### config.mk
export PLATFORM = sky130hd
export DESIGN_NAME = gpio_edge_servicer
export DESIGN_NICKNAME = d
export VERILOG_FILES = /design/src/rtl/gpio_svc_pkg.sv /design/src/rtl/gpio_svc_tick.sv /design/src/rtl/gpio_edge_servicer.sv
export SDC_FILE = /design/constraint.sdc
export NUM_CORES = 1
export LEC_CHECK = 0
export CELL_PAD_IN_SITES_DETAIL_PLACEMENT = 0
export CELL_PAD_IN_SITES_GLOBAL_PLACEMENT = 2
export CORE_MARGIN = 3
export CORE_UTILIZATION = 22
export DETAILED_ROUTE_END_ITERATION = 7
export GPL_ROUTABILITY_DRIVEN = 0
export PLACE_DENSITY_LB_ADDON = 0.1
export REMOVE_ABC_BUFFERS = 1
export SLEW_MARGIN = 0
export SYNTH_ARGS = -nofsm -noshare
export SYNTH_HDL_FRONTEND = slang
export SYNTH_HIERARCHICAL = 1
export SYNTH_SLANG_ARGS = --single-unit
### constraint.sdc
create_clock -name clk -period 3.9 [get_ports clk]
set_input_delay 0.585 -clock clk [delete_from_list [all_inputs] [get_ports clk]]
set_output_delay 0.585 -clock clk [all_outputs]
set_load 0.01 [all_outputs]
### src/rtl/gpio_svc_pkg.sv
// gpio_svc_pkg
// Shared definitions for the GPIO edge servicer:
//   - svc_state_t   : servicer FSM state encoding
//   - GPIO_REG_*    : register addresses of the edge-capturing GPIO peripheral
package gpio_svc_pkg;

   typedef enum logic [2:0] {
      S_INIT     = 3'd0,
      S_IDLE     = 3'd1,
      S_RD_ISSUE = 3'd2,
      S_RD_WAIT  = 3'd3,
      S_CLR      = 3'd4,
      S_PUSH     = 3'd5
   } svc_state_t;

   localparam logic [1:0] GPIO_REG_DATA = 2'd0;
   localparam logic [1:0] GPIO_REG_MASK = 2'd2;
   localparam logic [1:0] GPIO_REG_EDGE = 2'd3;

endpackage

### src/rtl/gpio_svc_tick.sv
// gpio_svc_tick
// Poll interval generator. Counts 0..POLL_CYCLES-1 and wraps; tick is high
// for the single cycle in which the count sits at its last value (the wrap).
// POLL_CYCLES = 0 disables polling: tick is tied low and no counter exists.
// Ports:
//   clk   in   system clock
//   reset in   asynchronous active-high reset (count returns to 0)
//   tick  out  one-cycle poll request
module gpio_svc_tick #(
   parameter int unsigned POLL_CYCLES = 0
) (
   input  logic clk,
   input  logic reset,
   output logic tick
);

   generate
      if (POLL_CYCLES == 0) begin : g_off
         logic unused_inputs;
         assign unused_inputs = clk ^ reset;
         assign tick          = 1'b0;
      end else begin : g_on
         localparam int unsigned CNT_W = (POLL_CYCLES > 1) ? $clog2(POLL_CYCLES) : 1;
         localparam logic [CNT_W-1:0] LAST = CNT_W'(POLL_CYCLES - 1);

         logic [CNT_W-1:0] count;

         always_ff @(posedge clk or posedge reset) begin
            if (reset) begin
               count <= '0;
            end else if (count == LAST) begin
               count <= '0;
            end else begin
               count <= count + 1'b1;
            end
         end

         assign tick = (count == LAST);
      end
   endgenerate

endmodule

### src/rtl/gpio_edge_servicer.sv
// gpio_edge_servicer
// Avalon-MM initiator that services an edge-capturing GPIO input peripheral.
// After reset it writes MASK_INIT to the peripheral irq_mask register, then on
// each trigger (rising gpio_irq, poll tick, or a trigger remembered while busy)
// it reads edge_capture, clears exactly the bits it read, and posts any
// non-zero capture as an event on a valid/ready stream.
//
// Configuration macro: GPIO_EDGE_SVC_TIMESTAMP_EN
//   defined   : free-running TS_W-bit counter, sampled with each read
//   undefined : no counter, ev_stamp is constant 0
//
// Ports:
//   clk, reset       clock, asynchronous active-high reset
//   avm_address      peripheral register address
//   avm_chipselect   peripheral select
//   avm_write_n      active-low write strobe
//   avm_writedata    write data
//   avm_readdata     peripheral read data (registered, latency 1)
//   gpio_irq         peripheral interrupt level
//   ev_valid/ready   event handshake toward the consumer
//   ev_bits          captured edge bits
//   ev_stamp         timestamp of the read
module gpio_edge_servicer
   import gpio_svc_pkg::*;
#(
   parameter logic [31:0] MASK_INIT   = 32'hFFFF_FFFF,
   parameter int unsigned POLL_CYCLES = 0,
   parameter int unsigned TS_W        = 32
) (
   input  logic            clk,
   input  logic            reset,
   output logic [1:0]      avm_address,
   output logic            avm_chipselect,
   output logic            avm_write_n,
   output logic [31:0]     avm_writedata,
   input  logic [31:0]     avm_readdata,
   input  logic            gpio_irq,
   output logic            ev_valid,
   input  logic            ev_ready,
   output logic [31:0]     ev_bits,
   output logic [TS_W-1:0] ev_stamp
);

   svc_state_t  state;
   svc_state_t  next_state;
   logic        irq_q;
   logic        pending;
   logic        poll_tick;
   logic        irq_rise;
   logic        trig_now;
   logic        trigger;
   logic [31:0] cap;

   gpio_svc_tick #(
      .POLL_CYCLES (POLL_CYCLES)
   ) u_tick (
      .clk   (clk),
      .reset (reset),
      .tick  (poll_tick)
   );

   assign irq_rise = gpio_irq & ~irq_q;
   assign trig_now = irq_rise | poll_tick;
   assign trigger  = pending | trig_now;

   // State register
   always_ff @(posedge clk or posedge reset) begin
      if (reset) begin
         state <= S_INIT;
      end else begin
         state <= next_state;
      end
   end

   // Next-state logic
   always_comb begin
      next_state = state;
      case (state)
         S_INIT:     next_state = S_IDLE;
         S_IDLE:     if (trigger) next_state = S_RD_ISSUE;
         S_RD_ISSUE: next_state = S_RD_WAIT;
         // Decision uses the same read data that is being captured into cap.
         S_RD_WAIT:  next_state = (avm_readdata == 32'h0) ? S_IDLE : S_CLR;
         S_CLR:      next_state = S_PUSH;
         S_PUSH:     if (ev_ready) next_state = S_IDLE;
         default:    next_state = S_INIT;
      endcase
   end

   // Output decode. Reset is folded in so the bus stays quiet while reset is
   // held, even though the FSM already sits in S_INIT; the mask write then
   // appears in the first cycle after release.
   always_comb begin
      avm_address    = 2'd0;
      avm_chipselect = 1'b0;
      avm_write_n    = 1'b1;
      avm_writedata  = 32'h0;
      ev_valid       = 1'b0;
      if (!reset) begin
         case (state)
            S_INIT: begin
               avm_address    = GPIO_REG_MASK;
               avm_chipselect = 1'b1;
               avm_write_n    = 1'b0;
               avm_writedata  = MASK_INIT;
            end
            S_RD_ISSUE, S_RD_WAIT: begin
               avm_address    = GPIO_REG_EDGE;
               avm_chipselect = 1'b1;
            end
            S_CLR: begin
               // Write-1-to-clear only the bits that were read; edges that
               // arrived after the read stay in the peripheral.
               avm_address    = GPIO_REG_EDGE;
               avm_chipselect = 1'b1;
               avm_write_n    = 1'b0;
               avm_writedata  = cap;
            end
            S_PUSH: begin
               ev_valid = 1'b1;
            end
            default: begin
               ev_valid = 1'b0;
            end
         endcase
      end
   end

   // Trigger tracking and capture
   always_ff @(posedge clk or posedge reset) begin
      if (reset) begin
         irq_q   <= 1'b0;
         pending <= 1'b0;
         cap     <= 32'h0;
      end else begin
         irq_q <= gpio_irq;
         // In IDLE any trigger is consumed by the move to RD_ISSUE, so the
         // flag only needs to remember triggers seen while busy.
         if (state == S_IDLE) begin
            pending <= 1'b0;
         end else if (trig_now) begin
            pending <= 1'b1;
         end
         if (state == S_RD_WAIT) begin
            cap <= avm_readdata;
         end
      end
   end

   assign ev_bits = cap;

`ifdef GPIO_EDGE_SVC_TIMESTAMP_EN
   logic [TS_W-1:0] ts_count;
   logic [TS_W-1:0] stamp;

   always_ff @(posedge clk or posedge reset) begin
      if (reset) begin
         ts_count <= '0;
         stamp    <= '0;
      end else begin
         ts_count <= ts_count + 1'b1;
         if (state == S_RD_WAIT) begin
            stamp <= ts_count;
         end
      end
   end

   assign ev_stamp = stamp;
`else
   assign ev_stamp = '0;
`endif

endmodule

Word level (Yosys, flattened, before mapping) --
Cells that the tools add are included.
Word-level totals: bits in registers 37, latch bits 0, RAM bits 0, memory bits (read-only) 0, output and inout port bits 101, word-level logic and storage cells 37, memories 0
Cells by class: $add $sub $neg 0, $mul 0, div/mod/pow operators 0, order comparisons 0, equality and inequality tests 7, shift operators 0, muxes and demuxes 16, bitwise logic cells 3, reduce and logical (&&, ||, !) cells 7
Operator list (number):
- 32-bit case mux with 2 select lines | 1
- 32-bit zero test | 1
- 32-bit two-way mux | 1
- 3-bit case mux with 6 select lines | 1
- 3-bit two-way mux | 3
- 1-bit two-way mux | 8
- 3-bit by 2-bit == test with 1-bit output, second input constant | 2
- 3-bit == test, second input constant | 2
- 2-bit inequality test, second input constant | 2
- 2-bit case mux with 2 select lines | 1
- 4-bit OR reduction | 1
- 3-bit by 1-bit == test with 1-bit output, second input constant | 1
- 3-bit zero test | 1
- 3-bit OR reduction | 1
- 2-bit two-way mux | 1
- 2-bit AND reduction | 1
- 2-bit nonzero test | 1
- 2-bit OR reduction | 1
- 1-bit AND | 1
- 1-bit NOT | 1
- 1-bit bitwise OR | 1

Longest topological paths before layout --
Gate-level depths: netlist (run 1).
word-level depth 5, gate-level depth with buffers 5, depth with buffers taken out 4

Cells and area by module --
Netlist (run 1), hierarchy kept.
Modules (own cells, without submodules):
- gpio_edge_servicer | instances 1, cells each 211, area an instance 2225.9 µm², seq. area each 925.9 µm²
- gpio_svc_tick | instances 1, cells each 2, area an instance 11.3 µm², seq. area each 0.0 µm²

Worst setup path after synthesis (run 1) --
No wires, ideal clock.
path type input to output, start input reset, end output ev_valid, data arrival time 1.705 ns, required time 3.315 ns, setup slack 1.610 ns, stages 2, buffers on the path 0, path through inv_1 > and3_1
On the way: word-level cells in the longest chain between the ends 1
Ends and longest elaborated chain:
- start: declaration | RTL line gpio_edge_servicer.sv:31 | input logic reset,
- 1-bit two-way mux | RTL line gpio_edge_servicer.sv:99 | if (!reset) begin
- end: declaration | RTL line gpio_edge_servicer.sv:38 | output logic ev_valid,
No other way between the ends.

Final worst setup path (run 1) --
start input reset, end output avm_writedata[12]
On the way: word-level cells in the longest chain between the ends 1
Ends and longest elaborated chain:
- 32-bit two-way mux | RTL line gpio_edge_servicer.sv:99
- end: declaration | RTL line gpio_edge_servicer.sv:35 | output logic [31:0] avm_writedata,
No other way between the ends.

==> results of run 1 <==
## routing by layer
layer / share of wire / vias up
met3: 0.085 / 4
met5: 0 / -
li1: - / 826
met1: 0.47 / 796
met4: 0.0034 / 0
met2: 0.44 / 72
## path summary, 6_finish.rpt
kind | start | end | slack, ns | cells after the start
worst max-delay path | reset | avm_writedata[12] | 0.91 | 4
worst min-delay path | pending | pending | 0.53 | 2
worst max register to register | state[2] | ev_bits[18] | 1.83 | 2
worst min register to register | pending | pending | 0.53 | 2
max in group asynchronous | reset | state[2] | 2.74 | 3
min in group asynchronous | reset | state[1] | 0.80 | 3
## kinds of logic (layout without fill, tap and decap cells)
group / Yosys count / count (layout) / share of synthesized area
buf+inv: 81 / 148 / 0.215
compound gates: 39 / 39 / 0.143
flops: 37 / 37 / 0.414
other cells: 2 / 33 / 0.00336
mux: 32 / 32 / 0.161
simple gates: 22 / 22 / 0.0632
## sequential cells by signal (all words and copies together), names as in the netlist
register  cells
state         3
ev_bits      32
irq_q         1
pending       1
## worst max-delay path, cell delays in order
cell and delay (ns):
clkdlybuf4s50_1 0.46, or3_4 0.59, a21oi_2 0.20, clkdlybuf4s50_1 0.55
## cells in the final DEF, fill, tap and decap left out, types with 2 or more instances in the layout
| cell | n |
|---|---|
| nand4_1 | 2 |
| a21oi_2 | 29 |
| nand2b_1 | 2 |
| nor4_1 | 8 |
| a21oi_1 | 4 |
| inv_1 | 33 |
| buf_4 | 2 |
| dfrtp_1 | 36 |
| clkdlybuf4s50_1 | 104 |
| a211oi_1 | 2 |
| mux2_2 | 32 |
| clkbuf_8 | 7 |
| conb_1 | 33 |
| nor2_1 | 2 |
## report_power, final
group / internal, mW / switching, mW
clock: 0.160 / 0.143
sequential: 0.580 / 0.184
combinational: 0.801 / 0.599
## area by class of cell
| class | count | area [um^2] |
|---|---|---|
| fillers | 1050 | 6490 |
| repair buffers | 106 | 1060 |
| multi-input cells | 126 | 946 |
| flip-flops and latches | 37 | 927 |
| clock buffers | 7 | 96.3 |
| inverters | 34 | 128 |
| well taps | 133 | 166 |
| clock inverters | 1 | 5.00 |
==> key figures, run 1 <==
Outcome
  • Outcome: finished, final reports clean

Floorplan
  • Die Y-Extent: about 110 um
  • Initial core utilization: 0.228
  • IO Pins: roughly 140
  • Row cnt: 36
  • Die X: 107 um
  • DIE AREA: 0.0114 mm^2
  • Core ar.: 0.00982 mm^2

Placement
  • Pre-CTS WS: 0.881 ns
  • IO Port Bufs: 104
  • Post-Place Cells: ~440
  • DP HPWL: 4.51 mm
  • Area post-placement: ~0.0032 mm^2

Timing
  • Pins Over Slew Limit: 0
  • Setup violators final: 0
  • Worst Hold Slack: 0.534 ns
  • Final Hold Viols: 0
  • Final setup TNS: 0 ns
  • Clock Skews: 0.00755 ns
  • Worst setup margin: 0.908 ns
  • Minimum clock period: 2.99 ns
  • Relative slew slack: 0.400
  • RSZ-0062 raised after global routing: false
  • Worst-Margin Slew: 0.895 ns
  • Peak Freq: 334 MHz
  • Tcrit/Tclk final: 0.767

Synthesis
  • Post-synthesis sequential area ratio: 0.414
  • Seq cells post-synth: 37
  • Primary FF master, synth: dfrtp_1
  • FFs w/ async S/R, synth: 1.00
  • Synth cell count leaders: dfrtp_1, buf_4, inv_1
  • Synthesized area: around 0.0022 mm^2
  • Post-Syn Area per Cell: 10.5 um^2
  • Post-synth top area cell: dfrtp_1
  • Top-count cell post-synth: dfrtp_1
  • Number of synthesized flops with an enable pin: 0
  • Synth area leaders: dfrtp_1, mux2_2, buf_4
  • Mapped Cells: 213
  • Synth cell types: 26
  • Syn. warnings: 6
  • Post-synth top area share: 0.414

CTS
  • CTS Buffer Depth: 2
  • CTS H-tree depth: 2
  • Clock latency on the worst-skew pair: a little under 0.3 ns
  • CTS clk-pin slew, worst paths: 0.08 ns
  • TritonCTS buffer count: 5
  • Clock Sinks: 37
  • Post-CTS Setup Bufs: 0
  • Root buffer cell: clkbuf_8
  • Hold buffer count at CTS: 0
  • CTS tree: yes
  • Post-CTS sizing: 0

Layout
  • Nets: 346
  • Final cell count without fillers: 444
  • Layout cells sized above 1: 0.241
  • Final instance area: 0.00332 mm^2
  • Area delta synth->final: 48.6%
  • Diode count: 0
  • Core Util, Final: 0.339

Route
  • Number of routed nets with antenna violations: 0
  • WL per Instance: 13.9 um
  • Routed vias: 1,698
  • DRT Pass-1 Iters: 3
  • Starting DRT DRC Count: 17
  • Routed WL: 6.16 mm
  • Via density: 3.82
  • DRC viols: 0

Power
  • P_leak: 1.43 nW
  • PwrDens: 742 mW/mm^2
  • Pwr Total: 2.47 mW
  • VDD IR max: 0.270 mV

Setup path
  • Data required, critical path: 3.31 ns
  • Crit path launch type: input port
  • Data arrival, critical path: 2.41 ns
  • CP max FO: 33
  • CP Class: in2out
  • CP Capture Type: output pin

Global route
  • Gr busiest metal: met2
  • Met1 global-route usage: 0.147
  • Global-route met3 utilization: 0.0470
  • Vias in the first global route: 1,736
  • Largest net degree at the start of global routing: 38
  • Initial antenna violation count: 0
  • Grt met2 use: 0.166
  • Overall routing resource usage: 0.109
  • First-pass GRT wire length: 9.72 mm
  • Overflow after GRT: 0

Min path
  • Hold Crit Class: reg2reg

Job
  • Maxcap violations: 0
Note: power is estimated with default switching activity, not from simulation.
==> run 2: changes to the inputs <==
--- a/config.mk
+++ b/config.mk
@@ -8,7 +8,7 @@
 export CELL_PAD_IN_SITES_DETAIL_PLACEMENT = 0
 export CELL_PAD_IN_SITES_GLOBAL_PLACEMENT = 2
 export CORE_MARGIN = 3
-export CORE_UTILIZATION = 22
+export CORE_UTILIZATION = 21
 export DETAILED_ROUTE_END_ITERATION = 7
 export GPL_ROUTABILITY_DRIVEN = 0
 export PLACE_DENSITY_LB_ADDON = 0.1
==> constraint.sdc (replaced) <==
create_clock -name clk -period 2.9 [get_ports clk]
set_input_delay 0.435 -clock clk [delete_from_list [all_inputs] [get_ports clk]]
set_output_delay 0.435 -clock clk [all_outputs]
set_load 0.01 [all_outputs]
==> key figures, run 2 (synthesis gave the netlist of run 1 again) <==
Layout
  • Max reg flops: 32 (unchanged)
  • Nets: 349 (was 346)
  • Diode count: 0 (unchanged)
  • Commonest cells after routing, fill and taps aside: clkdlybuf4s50_1, dfrtp_1, inv_1, conb_1, mux2_2 (unchanged)
  • Area delta synth->final: 50.4% (was 48.6%)
  • Layout cells sized above 1: 0.242 (was 0.241)
  • Core Util, Final: 0.326 (was 0.339)
  • Most common cell after layout, fill and taps aside: clkdlybuf4s50_1 (unchanged)
  • Final cell count without fillers: 450 (was 444)

CTS
  • Post-CTS sizing: 0 (unchanged)
  • Hold buffer count at CTS: 0 (unchanged)
  • CTS Buffer Depth: 2 (unchanged)
  • Clock latency on the worst-skew pair: 0.29 ns (about the same)
  • Post-CTS Setup Bufs: 0 (unchanged)
  • TritonCTS buffer count: 5 (unchanged)
  • CTS clk-pin slew, worst paths: 0.06 ns (was 0.08 ns)
  • CTS H-tree depth: 2 (unchanged)
  • Root buffer cell: clkbuf_8 (unchanged)
  • CTS tree: yes (unchanged)
  • Clock Sinks: 37 (unchanged)

Global route
  • Grt met2 use: 0.174 (was 0.166)
  • Overflow after GRT: 0 (unchanged)
  • Largest net degree at the start of global routing: 38 (unchanged)
  • Vias in the first global route: 1,738 (was 1,736)
  • Overall routing resource usage: 0.105 (was 0.109)
  • First-pass GRT wire length: 9.60 mm (was 9.72 mm)
  • Global-route met3 utilization: 0.0373 (was 0.0470)
  • Initial antenna violation count: 0 (unchanged)
  • Gr busiest metal: met2 (unchanged)
  • Met1 global-route usage: 0.132 (was 0.147)

Power
  • PwrDens: 1010 mW/mm^2 (was 742 mW/mm^2)
  • VDD IR max: 0.306 mV (was 0.270 mV)
  • P_leak: 1.44 nW (was 1.43 nW)

Setup path
  • Data arrival, critical path: 2.26 ns (was 2.41 ns)
  • Crit path launch type: input port (unchanged)
  • CP max FO: 33 (unchanged)
  • Data required, critical path: 2.47 ns (was 3.31 ns)
  • CP Capture Type: output pin (unchanged)
  • R2R depth: 4 (was 2)
  • Reg-to-reg startpoint: state[2] (unchanged)
  • Reg2Reg Capture Point: ev_bits[19] (was ev_bits[18])
  • CP Class: in2out (unchanged)
  • Register-to-register setup slack: 0.81 ns (was 1.83 ns)

Route
  • DRC viols: 0 (unchanged)
  • Starting DRT DRC Count: 35 (was 17)
  • Via density: 3.84 (was 3.82)
  • Number of routed nets with antenna violations: 0 (unchanged)
  • DRT Pass-1 Iters: 4 (was 3)
  • Routed WL: 6.19 mm (was 6.16 mm)
  • WL per Instance: 13.8 um (was 13.9 um)
  • Routed vias: 1,729 (was 1,698)

Timing
  • Pins Over Slew Limit: 0 (unchanged)
  • Final Hold Viols: 0 (unchanged)
  • Peak Freq: about 370 MHz
  • Clock Skews: 0.0130 ns (was 0.00755 ns)
  • RSZ-0062 raised after global routing: false (unchanged)
  • Worst-Margin Slew: 0.582 ns (was 0.895 ns)
  • Relative slew slack: 0.612 (was 0.400)
  • Final setup TNS: 0 ns (unchanged)
  • Minimum clock period: 2.70 ns
  • Setup violators final: 0 (unchanged)
  • Worst Hold Slack: 0.521 ns (was 0.534 ns)
  • Tcrit/Tclk final: 0.930

Min path
  • Hold_sp: pending (unchanged)
  • Hold endpoint: pending (unchanged)
  • Hold Crit Class: reg2reg (unchanged)
  • Hold Crit Depth: 2 (unchanged)

Floorplan
  • Die Y-Extent: 109 um (was 107 um)
  • Die X: 109 um (was 107 um)
  • DIE AREA: 0.0119 mm^2 (was 0.0114 mm^2)
  • Row cnt: 37 (was 36)
  • IO Pins: 137 (unchanged)
  • Core ar.: 0.0103 mm^2 (was 0.00982 mm^2)
  • Initial core utilization: 0.217 (was 0.228)

Placement
  • IO Port Bufs: 104 (unchanged)
  • DP HPWL: 4.71 mm (was 4.51 mm)
  • Post-Place Cells: 442 (was 436)

Outcome
  • Outcome: finished, final reports clean (unchanged)

Job
  • Maxcap violations: 0 (unchanged)
==> run 2: cell count changes in the layout (fill, tap and decap cells not counted), sizes merged <==
cell	delta
buf	+3
bufinv	+1
inv	-1
==> run 2: worst max-delay path by stage <==
stage              from                 to  slack (ns)  cells after the start
2_1_floorplan  state[2]         ev_bits[0]        0.44                      2
3_3_place_gp      reset   avm_writedata[4]        0.20                      4
3_5_place_dp      reset  avm_writedata[31]        0.20                      4
4_1_cts           reset  avm_writedata[31]        0.19                      4
5_1_grt           reset   avm_writedata[0]        0.12                      4
6_report          reset  avm_writedata[31]        0.20                      4
==> run 2: layout make-up <==
cell class,count,area (um^2)
clock buffer,7,86.3
sequential,37,927
tap,136,170
fill,1050,6960
inverter,34,128
timing repair buffer,109,1080
clock inverter,1,30.0
multi-input combinational,126,946
==> run 2: power by group <==
part	total, mW	switching, mW	internal, mW
registers	1.04	0.257	0.780
logic	1.90	0.804	1.09
clock network	0.464	0.183	0.281
total	3.40	1.24	2.15
==> run 2: critical path, cell delays in order <==
cell             delay [ns]
clkdlybuf4s50_1        0.44
or3_4                  0.59
a21oi_1                0.22
clkdlybuf4s50_1        0.56
==> run 2: metal layers <==
layer,wire [um],vias to the layer above
met3,456,2
met4,15,0
met1,2710,823
met5,0,-
met2,3000,72
li1,-,832
==> run 2: through the flow <==
stage,total power [mW],instance area [um^2],setup WS [ns]
after CTS,3.47,3370,0.192
after detailed placement,2.98,3250,0.198
after global routing,3.66,3370,0.116
final,3.40,3370,0.202
after global placement,2.99,3250,0.196
after floorplan,1.92,2000,0.436
==> patch 1: new RTL, config.mk and constraints of run 2 <==
`TS_W`: 32 -> 28.
--- a/src/rtl/gpio_edge_servicer.sv
+++ b/src/rtl/gpio_edge_servicer.sv
@@ -25,7 +25,7 @@
 #(
    parameter logic [31:0] MASK_INIT   = 32'hFFFF_FFFF,
    parameter int unsigned POLL_CYCLES = 0,
-   parameter int unsigned TS_W        = 32
+   parameter int unsigned TS_W        = 28
 ) (
    input  logic            clk,
    input  logic            reset,
Ports: changed (resized ev_stamp); port bits go from 137 to 133. No check against the original RTL was run, so the function may have changed too.
==> patch 1 against run 2 <==
  * Final area shrank 1.3%
  * Worst setup slack gained 35 ps
  * Power shrank 3.1%
  * Clock skew shrank 9.2 ps
  * First-iteration DRC count shrank 14%
  * Core utilization grew 0.62 points
  * Wire length shrank 1.1%
  * Synthesized area shrank 1.3%
  * Sequential cell count is the same
==> patch 1: results (changes against run 2) <==
fill_cells: 1032  # -1.7%
synth_cell_type_count: 26  # unchanged
clock_latency_ps: 280
cts_made_buffers: 5  # unchanged
htree_levels: 2  # unchanged
clk_pin_slew_ps: 70
placed_cell_area_um2: 3240  # -0.42%
clock_path_buffers: 2  # unchanged
vias_per_cell: 3.82  # -0.56%
seq_area_frac_synth: 0.420  # +0.00563
netlist_top_cells_count: "dfrtp_1, inv_1, mux2_2"
dr.pass1.iters: 4  # unchanged
port_buffers: 104  # unchanged
cts_setup_buffers: 0  # unchanged
switching_share: 0.372  # +0.00588
leakage_uw: 0.00142  # -1.8%
clock-root-buffer: "clkbuf_8"
synthTopCellsByArea: "dfrtp_1, mux2_2, a21oi_2"
fin_nets: 344  # -1.4%
grt_pass1_vias: 1768  # +1.7%
grt_use_total: 0.104  # -0.000644
largest_reg_flops: 32  # unchanged
peakVddDrop_uv: 295  # -3.6%
cpPeakStageDelay_ps: 580
drt-total-wl_um: 6120  # -1.1%
cpMaxStageDelayCell: "or3_4"
finalClockSkew_ps: 3.79  # -9.19 ps
worst_ep_arrival_time_ps: 2230  # -30 ps
pre_cts_ws_ps: 220  # +21.5 ps
grt_max_degree: 38  # unchanged
crit_family: "buffers and inverters"
outcome: "completed"
drt-initial-drc-count: 30  # -14%
antenna_found_initial: 0  # unchanged
worst_pin_slew_ps: 563  # -18.5 ps
grt_pass1_wl_um: 9480  # -1.2%
diodes: 0  # unchanged
layout-drive-gt1-share: 0.240  # -0.00178
dpl.hpwl_um: 4650  # -1.3%
ys_warn_count: 6  # unchanged
-- patch 1: cell count changes in the layout (fill, tap and decap cells not counted) --
cell / delta
buf_4: -2
conb_1: -4
bufinv_16: -1
buf_12: +1
-- patch 1: kinds of logic (layout without fill, tap and decap cells) --
family | count (synthesis) | after routing | synth area share
flops | 37 | 37 | 0.420
other cells | 2 | 29 | 0.00340
buf+inv | 77 | 149 | 0.205
mux | 32 | 32 | 0.163
compound gates | 39 | 39 | 0.145
simple gates | 22 | 22 | 0.0641
-- patch 1: power groups by stage --
stage	sequential (uW)	combinational [uW]	clock (uW)
finish	1010	1920	366
CTS	1020	1960	388
global route	1070	2080	406
detailed placement	1030	1950	0
global placement	1020	1950	0
floorplan	1140	783	0
-- patch 1: cell type report --
| class | instances | area (um^2) | area share |
|---|---|---|---|
| sequential | 37 | 927 | 0.279 |
| clock buffer | 7 | 86.3 | 0.0260 |
| inverter | 34 | 128 | 0.0384 |
| tap | 133 | 166 | 0.0501 |
| multi-input combinational | 122 | 931 | 0.280 |
| timing repair buffer | 108 | 1080 | 0.326 |
-- patch 1: worst min-delay path: cells and delay by family (launching register included) --
family           cells  cell delay [ps]
AO/OA/AOI/OAI        1               70
flip-flops           1              330
AND/OR/NAND/NOR      1              100
-- patch 1: metrics by stage --
step	cells	hold slack [ps]
after floorplan	193	466
after global placement	434	506
after detailed placement	434	508
after CTS	441	526
after global routing	441	552
final	441	525
-- patch 1: layer usage --
layer / vias to the layer above / GRT usage / share of wire
met5: - / 0 / 0
met3: 4 / 0.0460 / 0.091
met4: 0 / 0.0189 / 0.0059
met2: 75 / 0.167 / 0.46
li1: 828 / - / -
met1: 778 / 0.131 / 0.44
-- patch 1: path summary, 6_finish.rpt --
check,slack (ps),to,start,cells after the start
max in group asynchronous,1900,state[2],reset,3
hold / removal,530,pending,pending,2
min in group asynchronous,630,state[1],reset,3
setup reg to reg,980,ev_bits[22],state[2],4
hold reg to reg,530,pending,pending,2
setup / recovery,240,avm_writedata[1],reset,4
==> patch 2: new RTL, settings of run 2 <==
Without the edit above. The 6 states of `svc_state_t` get a Gray code encoding in 3 bits.
--- a/src/rtl/gpio_svc_pkg.sv
+++ b/src/rtl/gpio_svc_pkg.sv
@@ -5,12 +5,12 @@
 package gpio_svc_pkg;
 
    typedef enum logic [2:0] {
-      S_INIT     = 3'd0,
-      S_IDLE     = 3'd1,
-      S_RD_ISSUE = 3'd2,
-      S_RD_WAIT  = 3'd3,
-      S_CLR      = 3'd4,
-      S_PUSH     = 3'd5
+      S_INIT     = 3'b000,
+      S_IDLE     = 3'b001,
+      S_RD_ISSUE = 3'b011,
+      S_RD_WAIT  = 3'b010,
+      S_CLR      = 3'b110,
+      S_PUSH     = 3'b111
    } svc_state_t;
 
    localparam logic [1:0] GPIO_REG_DATA = 2'd0;
Formal check against the unedited RTL: same outputs for any inputs over 10 cycles, from zero or initial values and one cycle with reset high; not proved beyond that.
==> patch 2 against run 2 <==
  * Sequential cell count did not move
  * Worst setup slack improved by 97 ps
  * Final area fell by 2.1%
  * Wire length rose by 5.4%
  * Count of clock-buffer cells in the layout fell by 2
  * Via count rose by 12%
  * Synthesized area fell by 6.2%
  * Power rose by 0.14%
  * Critical path type unchanged
  * Critical endpoint is now avm_chipselect
  * Largest power group unchanged
==> patch 2: results (changes against run 2) <==
grt_pass1_wl_um: 10500  # +9.0%
core_um2: 9460  # -8.4%
synthTopCellsByArea: "dfrtp_1, nand2_1, buf_4"
ys_warn_count: 6  # unchanged
grt_use_total: 0.116  # +0.0112
layout-drive-gt1-share: 0.0691  # -0.173
seq_area_frac_synth: 0.441  # +0.0271
netlist_top_cells_count: "nand2_1, dfrtp_1, buf_4"
num_vias: 1930  # +12%
inverters: 4  # -88%
peakVddDrop_uv: 347  # +13%
synth_cell_type_count: 23  # -12%
met1_length_um: 3000  # +11%
timing.rr.start: "state[1]"
leakage_uw: 0.00170  # +18%
dpl.cell_count: 483  # +9.3%
endpoint: "avm_chipselect"
clk_pin_slew_ps: 80  # +20 ps
reg2regPathDepth: 5  # +1
wl_per_cell_um: 13.3  # -3.4%
seq_area_frac: 0.281  # +0.00548
fin_nets: 397  # +14%
placed_cell_area_um2: 3160  # -2.7%
nClkBuffers: 5  # -2
wl_met2_um: 2980  # -0.60%
met3_usage: 0.0401  # +0.00277
r2r-end: "ev_bits[30]"
cpMaxStageDelayCell: "clkdlybuf4s50_1"
clk_share: 0.0406  # +0.00605
dpl.hpwl_um: 5080  # +7.8%
cpPeakStageDelay_ps: 530  # -60 ps
routed-wl-met3_um: 494  # +8.3%
hold_ws_ps: 497  # -24.3 ps
cts_resized: 0  # unchanged
outcome: "completed"
cp_max_fo: 19  # -42%
avgSynthCellArea_um2: 8.14  # -23%
pre_cts_ws_ps: 253  # +54.5 ps
final_cells: 491  # +9.1%
buf_share: 0.334  # +0.0136
fill_cells: 1036  # -1.3%
setup_ws_ps: 299  # +96.7 ps
finalClockSkew_ps: 9.39  # -3.59 ps
grtUsageMet1: 0.150  # +0.0176
seqCellArea_um2: 926  # -0.13%
gr-usage-met2: 0.188  # +0.0135
nMultiInputCombCells: 201  # +60%
hp-class: "input port to async pin"
multi_input_area_um2: 958  # +1.3%
grt_max_degree: 28  # -26%
## patch 2: changes by cell type in the layout (fill, tap and decap cells not counted), sizes merged, moves of 2 or more
cell / before / now
nand2: 1 / 102
mux2: 32 / 0
inv: 33 / 4
a21o: 0 / 26
a21oi: 33 / 8
nor2: 2 / 11
buf: 5 / 8
a211o: 0 / 2
clkbuf: 7 / 5
nand2b: 2 / 0
nand3b: 2 / 0
or2: 0 / 2
## patch 2: power breakdown
part / leakage (uW) / total (uW) / internal [uW] / switching, uW
combinational: 0.00118 / 1860 / 987 / 870
sequential: 0.000452 / 1010 / 769 / 245
clock: 0.0000681 / 531 / 342 / 189
total: 0.00170 / 3400 / 2100 / 1300
## patch 2: cells by family (layout without fill, tap and decap cells)
family | Yosys count | count (layout) | synth area share
AND/OR/NAND/NOR | 129 | 129 | 0.262
buffers and inverters | 51 | 124 | 0.164
AO/OA/AOI/OAI | 39 | 39 | 0.130
flip-flops | 37 | 37 | 0.441
other | 2 | 33 | 0.00358
